**src/rtl/mem_arbiter.sv**
```systemverilog
// Byte-serial owner of the shared RAM/IO port: round-robin between instruction fetch
// and the load/store buffer, little-endian assembly of reads and splitting of writes.
module mem_arbiter #(
  parameter int                    ADDR_WIDTH = 32,
  parameter int                    DATA_WIDTH = 32,
  parameter logic [ADDR_WIDTH-1:0] IO_BASE    = 32'h00030000
) (
  input  logic                  clk,
  input  logic                  rst,
  input  logic                  rdy,
  input  logic                  mispredict,
  input  logic                  if_en,
  input  logic [ADDR_WIDTH-1:0] if_addr,
  output logic                  if_ok,
  output logic [DATA_WIDTH-1:0] if_data,
  input  logic                  lsb_en,
  input  logic                  lsb_wr,
  input  logic [ADDR_WIDTH-1:0] lsb_addr,
  input  logic [DATA_WIDTH-1:0] lsb_wdata,
  input  logic [2:0]            lsb_width,
  output logic                  lsb_ok,
  output logic [DATA_WIDTH-1:0] lsb_rdata,
  input  logic [7:0]            mem_din,
  output logic [7:0]            mem_dout,
  output logic [ADDR_WIDTH-1:0] mem_a,
  output logic                  mem_wr,
  input  logic                  io_buffer_full
);

  typedef enum logic [1:0] {S_IDLE, S_READ, S_WRITE, S_DONE} state_t;
  typedef enum logic {OWN_IF, OWN_LSB} owner_t;

  state_t                r_state;
  owner_t                r_owner;
  owner_t                r_last_grant;
  logic [ADDR_WIDTH-1:0] r_addr;
  logic [2:0]            r_width;
  logic [2:0]            r_cnt;
  logic [DATA_WIDTH-1:0] r_wdata;
  logic [DATA_WIDTH-1:0] r_asm;
  logic [ADDR_WIDTH-1:0] r_mem_a;
  logic [7:0]            r_mem_dout;
  logic                  r_mem_wr;
  logic                  r_if_ok;
  logic [DATA_WIDTH-1:0] r_if_data;
  logic                  r_lsb_ok;
  logic [DATA_WIDTH-1:0] r_lsb_rdata;

  logic                  w_grant_if;
  logic                  w_grant_lsb;
  logic [2:0]            w_lsb_width;
  logic                  w_acc_stall;
  logic                  w_io_stall;
  logic [2:0]            w_cnt_inc;
  logic [7:0]            w_wbyte;
  logic [DATA_WIDTH-1:0] w_asm;

  // A flush suppresses any grant in the same cycle.
  always_comb begin
    w_grant_if  = 1'b0;
    w_grant_lsb = 1'b0;
    if (!mispredict) begin
      if (if_en && lsb_en) begin
        if (r_last_grant == OWN_IF) w_grant_lsb = 1'b1;
        else                        w_grant_if  = 1'b1;
      end else begin
        w_grant_if  = if_en;
        w_grant_lsb = lsb_en;
      end
    end
  end

  assign w_lsb_width = (lsb_width == 3'd1) ? 3'd1 : (lsb_width == 3'd2) ? 3'd2 : 3'd4;
  assign w_acc_stall = (lsb_addr >= IO_BASE) && io_buffer_full;
  assign w_io_stall  = (r_addr >= IO_BASE) && io_buffer_full;
  assign w_cnt_inc   = r_cnt + 3'd1;
  assign w_wbyte     = 8'(r_wdata >> {r_cnt, 3'b000});
  assign w_asm       = r_asm | (DATA_WIDTH'(mem_din) << {r_cnt, 3'b000});

  // r_cnt counts bytes already captured (read) or already issued (write).
  always_ff @(posedge clk) begin
    if (rst) begin
      r_state      <= S_IDLE;
      r_owner      <= OWN_IF;
      r_last_grant <= OWN_IF;
      r_addr       <= '0;
      r_width      <= 3'd4;
      r_cnt        <= '0;
      r_wdata      <= '0;
      r_asm        <= '0;
      r_mem_a      <= '0;
      r_mem_dout   <= '0;
      r_mem_wr     <= 1'b0;
      r_if_ok      <= 1'b0;
      r_if_data    <= '0;
      r_lsb_ok     <= 1'b0;
      r_lsb_rdata  <= '0;
    end else if (rdy) begin
      case (r_state)
        S_IDLE: begin
          if (w_grant_if || w_grant_lsb) begin
            r_owner      <= w_grant_lsb ? OWN_LSB : OWN_IF;
            r_last_grant <= w_grant_lsb ? OWN_LSB : OWN_IF;
            r_addr       <= w_grant_lsb ? lsb_addr : if_addr;
            r_mem_a      <= w_grant_lsb ? lsb_addr : if_addr;
            r_width      <= w_grant_lsb ? w_lsb_width : 3'd4;
            r_wdata      <= lsb_wdata;
            r_asm        <= '0;
            r_cnt        <= '0;
            if (w_grant_lsb && lsb_wr) begin
              r_state <= S_WRITE;
              if (w_acc_stall) begin
                r_mem_wr <= 1'b0;
              end else begin
                r_mem_dout <= lsb_wdata[7:0];
                r_mem_wr   <= 1'b1;
                r_cnt      <= 3'd1;
              end
            end else begin
              r_state <= S_READ;
            end
          end
        end
        S_READ: begin
          if (mispredict) begin
            r_state <= S_IDLE;
          end else begin
            r_asm   <= w_asm;
            r_cnt   <= w_cnt_inc;
            r_mem_a <= r_addr + ADDR_WIDTH'(w_cnt_inc);
            if (w_cnt_inc == r_width) begin
              r_state <= S_DONE;
              if (r_owner == OWN_IF) begin
                r_if_ok   <= 1'b1;
                r_if_data <= w_asm;
              end else begin
                r_lsb_ok    <= 1'b1;
                r_lsb_rdata <= w_asm;
              end
            end
          end
        end
        S_WRITE: begin
          if (r_cnt == r_width) begin
            r_mem_wr <= 1'b0;
            r_lsb_ok <= 1'b1;
            r_state  <= S_DONE;
          end else if (w_io_stall) begin
            r_mem_wr <= 1'b0;
          end else begin
            r_mem_a    <= r_addr + ADDR_WIDTH'(r_cnt);
            r_mem_dout <= w_wbyte;
            r_mem_wr   <= 1'b1;
            r_cnt      <= w_cnt_inc;
          end
        end
        S_DONE: begin
          r_if_ok  <= 1'b0;
          r_lsb_ok <= 1'b0;
          r_state  <= S_IDLE;
        end
        default: r_state <= S_IDLE;
      endcase
    end
  end

  assign if_ok     = r_if_ok;
  assign if_data   = r_if_data;
  assign lsb_ok    = r_lsb_ok;
  assign lsb_rdata = r_lsb_rdata;
  assign mem_dout  = r_mem_dout;
  assign mem_a     = r_mem_a;
  assign mem_wr    = r_mem_wr & rdy;

endmodule

```
**config.mk**
```make
export PLATFORM = sky130hd
export DESIGN_NAME = mem_arbiter
export DESIGN_NICKNAME = d
export VERILOG_FILES = /design/src/rtl/mem_arbiter.sv
export SDC_FILE = /design/constraint.sdc
export NUM_CORES = 1
export LEC_CHECK = 0
export ABC_CLOCK_PERIOD_IN_PS = 3830
export CORE_ASPECT_RATIO = 0.9
export CORE_MARGIN = 4
export CORE_UTILIZATION = 46
export CTS_BUF_LIST = sky130_fd_sc_hd__clkbuf_16
export DETAILED_ROUTE_END_ITERATION = 10
export PLACE_DENSITY_LB_ADDON = 0.25
export SLEW_MARGIN = 40
export SYNTH_ARGS = -nofsm -noshare
export SYNTH_HDL_FRONTEND = slang
export SYNTH_SLANG_ARGS = --single-unit
```
**constraint.sdc**
```tcl
create_clock -name clk -period 3.83 [get_ports clk]
set_input_delay 0.9575 -clock clk [delete_from_list [all_inputs] [get_ports clk]]
set_output_delay 0.9575 -clock clk [all_outputs]
set_load 0.02 [all_outputs]
```
==> impl_results.md <==
- RSZ-0062 raised after global routing: false
- Max_cap viols: 0
- Area fraction of the dominant cell type after synthesis: between 40% and 50%
- GP Congestion: roughly 0.90
- I/O pin cnt: 222
- Fin cells: 1608
- Die footprint: around 23000 um2
- R2R setup slack: 0.41 ns
- Post-synthesis mux area share: under 10%
- Root Buffer: clkbuf_16
- First-pass GRT wire length: roughly 47000 um
- Number of setup buffers added after CTS: 0
- Status: finished clean
- Clock sink total: 212
- Hold Crit Start: r_wdata[22]$_SDFFE_PP0P_
- Largest area contributor in the netlist: dfxtp_1
- Post-DRT Antenna Nets: 0
- Crit end category: flop
- CP startpoint kind: flop
- Area of the multi-input gates: roughly 5000 um2
- Syn_nets: ~1300
- CP arrival: between 3 and 4 ns
- Final setup viols: 0
- Number of distinct library cells after synthesis: 65
- Syn avg cell area: 8.476 um2
- Violation count after the first detailed-route iteration: ~760
- Post-DP Area: about 12000 um2
- Worst Path Max Fanout: 8
- Worst hold path class: flop to flop
- Clock transition at the registers of the reported paths: approximately 0.060 ns
- Max Clk Rate: between 0.2 and 0.3 GHz
- Vias in the first global route: about 8800
- Xor/xnor share of the synthesized area: ~1.8%
- Total CTS buffers: 23
- Max clock buf depth: 3
- Synth Area in Adders: 1.502%
- R2R cell count: 11
- DRC: 0
- Commonest non-fill, non-tap cell in the layout: clkdlybuf4s50_1
- Setup CP Type: flop to flop
- Grt ovf: 0
- Overall Power: around 5.5 mW
- Vias/cell: a little under 6
- Endpoints failing hold: 0
- Setup_tns: 0 ns
- Static leakage: 4.399 nW
- Post-synth EDFFs: 0
- Share of layout cells above drive strength 1: 6.737%
- DR vias: between 9000 and 10000
- Post-CTS Resized: 0
- Gr usage total: between 20% and 30%
- Number of port buffers: approximately 220
- Slew of the pin with the lowest slew margin: 0.7887 ns
- WL/cell: about 18 um
- Fin crit share: 89.22%
- Critical path origin: r_state[0]$_SDFFE_PP0P_
- Initial antenna violation count: 1
- Clk Latency, worst-skew pair: about 0.5 ns
- Commonest cells after routing, fill and taps aside: clkdlybuf4s50_1 (220), dfxtp_1 (212), a21oi_1 (137), nand2_1 (135), nor2_1 (132)
- Pin count of the biggest net entering global routing: around 170
- VDD IR max: roughly 230 uV
- Drt total wl: between 20000 and 30000 um
- CP required: between 4 and 5 ns
- Simple-gate share of the synthesized area: 19.73%
- Top_reg_cell synth: dfxtp_1
- Starting Density: a little under half
- Fin area: approximately 13000 um2
- Fin util: 61.90%
- Register bit total from synthesis: between 200 and 250
- Syn-to-layout area delta: 32.66%
- Fillers: approximately 1800
- Cells after Synth: between 1000 and 1500
- RR Startpoint: r_state[0]$_SDFFE_PP0P_
- Area fraction in compound gates after synthesis: 24.34%
- Tmin final: between 3 and 4 ns
- Drt first pass iters: 5
- Pwr dens: ~430 nW/um2
- Die Y: approximately 150 um
- Main area contributors after synthesis: dfxtp_1 (44%), a211oi_1 (7.5%), a21oi_1 (7.1%)
- Final net count: between 1000 and 1500
- Sequential share of the synthesized area: 43.92%
- Core ar.: a little over 20000 um2
- Main combinational cell family by area after synthesis: compound AO/OA/AOI/OAI gates
- Row cnt: 50
- Worst slew margin: a little under half
- Register area: between 4000 and 5000 um2
- CTS tree: done
- Dpl cells: ~1600
- Max-slew violations: 0
- H-tree depth: 1
- Hpwl dp: 19920 um
- Ys Warns: 0
- Die W: roughly 160 um
- Synth Cell Area: slightly below 10000 um2
- Async SR Flop Fraction: 0%
- Skew final: between 0.01 and 0.015 ns
- Hold path cells: 2
- Hold_buf cts: 0
where the power goes:
part	switching (mW)	internal, mW
logic	0.504	0.394
registers	0.0858	2.30
clock network	0.881	1.28
total	1.47	3.98
per-stage QoR:
stage          hold WS (ns)  setup WS (ns)
2_1_floorplan        0.4331         0.2583
3_3_place_gp         0.4389         0.3350
3_5_place_dp         0.4464         0.3184
4_1_cts              0.4553         0.4103
5_1_grt              0.4739         0.2087
6_report             0.4530         0.4127
kinds of logic (layout without fill, tap and decap cells):
group           count (synthesis)  in the layout
compound gates                349            349
xor+xnor                       18             18
fa+ha+maj                      11             11
buf+inv                       110            291
flops                         212            212
mux                            30             30
other cells                     0              1
simple gates                  410            410
state kept, by name, summed over array words and instances, names as in the netlist, 2 cells and up:
name / count
if_data: 32
lsb_rdata: 32
mem_a: 32
mem_dout: 8
r_addr: 32
r_asm: 32
r_cnt: 3
r_state: 2
r_wdata: 32
r_width: 3
cell type report:
type,instances,share of cell area [%]
Clock inverter,15,1.093
Timing Repair Buffer,243,19.01
Multi-Input combinational cell,818,39.19
Antenna cell,1,0.01952
Sequential cell,212,33.11
Inverter,10,0.2928
Tap cell,286,2.792
Clock buffer,23,4.490
per-layer routing:
layer	up-vias	routed length [um]	global-route usage [%]
met3	44	2284	4.815
li1	4502	-	-
met4	0	623	5.714
met1	4412	13100	33.43
met5	-	0	0
met2	324	13160	37.76
worst max-delay path: stages (launching register included):
cell	delay (ns)
dfxtp_1	0.40
inv_1	0.10
ha_1	0.33
inv_1	0.11
nand2_1	0.06
xnor2_1	0.12
ha_1	0.40
a21oi_2	0.11
or4b_1	0.67
or4_1	0.56
a311o_1	0.38
a21oi_2	0.11
final timing paths:
kind / end
setup / recovery: mem_a[14]$_SDFFE_PP0P_
hold / removal: r_wdata[22]$_SDFFE_PP0P_
setup reg to reg: mem_a[14]$_SDFFE_PP0P_
hold reg to reg: r_wdata[22]$_SDFFE_PP0P_
synthesized netlist by cell type, types with 9 or more instances:
cell type / instances
and3_1: 21
nand2b_1: 10
ha_1: 10
nor2_1: 133
clkbuf_1: 80
a211oi_1: 97
nor3_1: 21
dfxtp_1: 212
inv_1: 10
a21oi_1: 137
mux2i_1: 13
nand4_1: 18
o21ai_0: 14
nand2_1: 136
nor2b_1: 9
o211ai_1: 10
xor2_1: 9
mux2_2: 9
o311a_1: 9
a311o_1: 10
nand3_1: 12
nor4_1: 14
No activity file was read; power rests on OpenSTA's default activity.
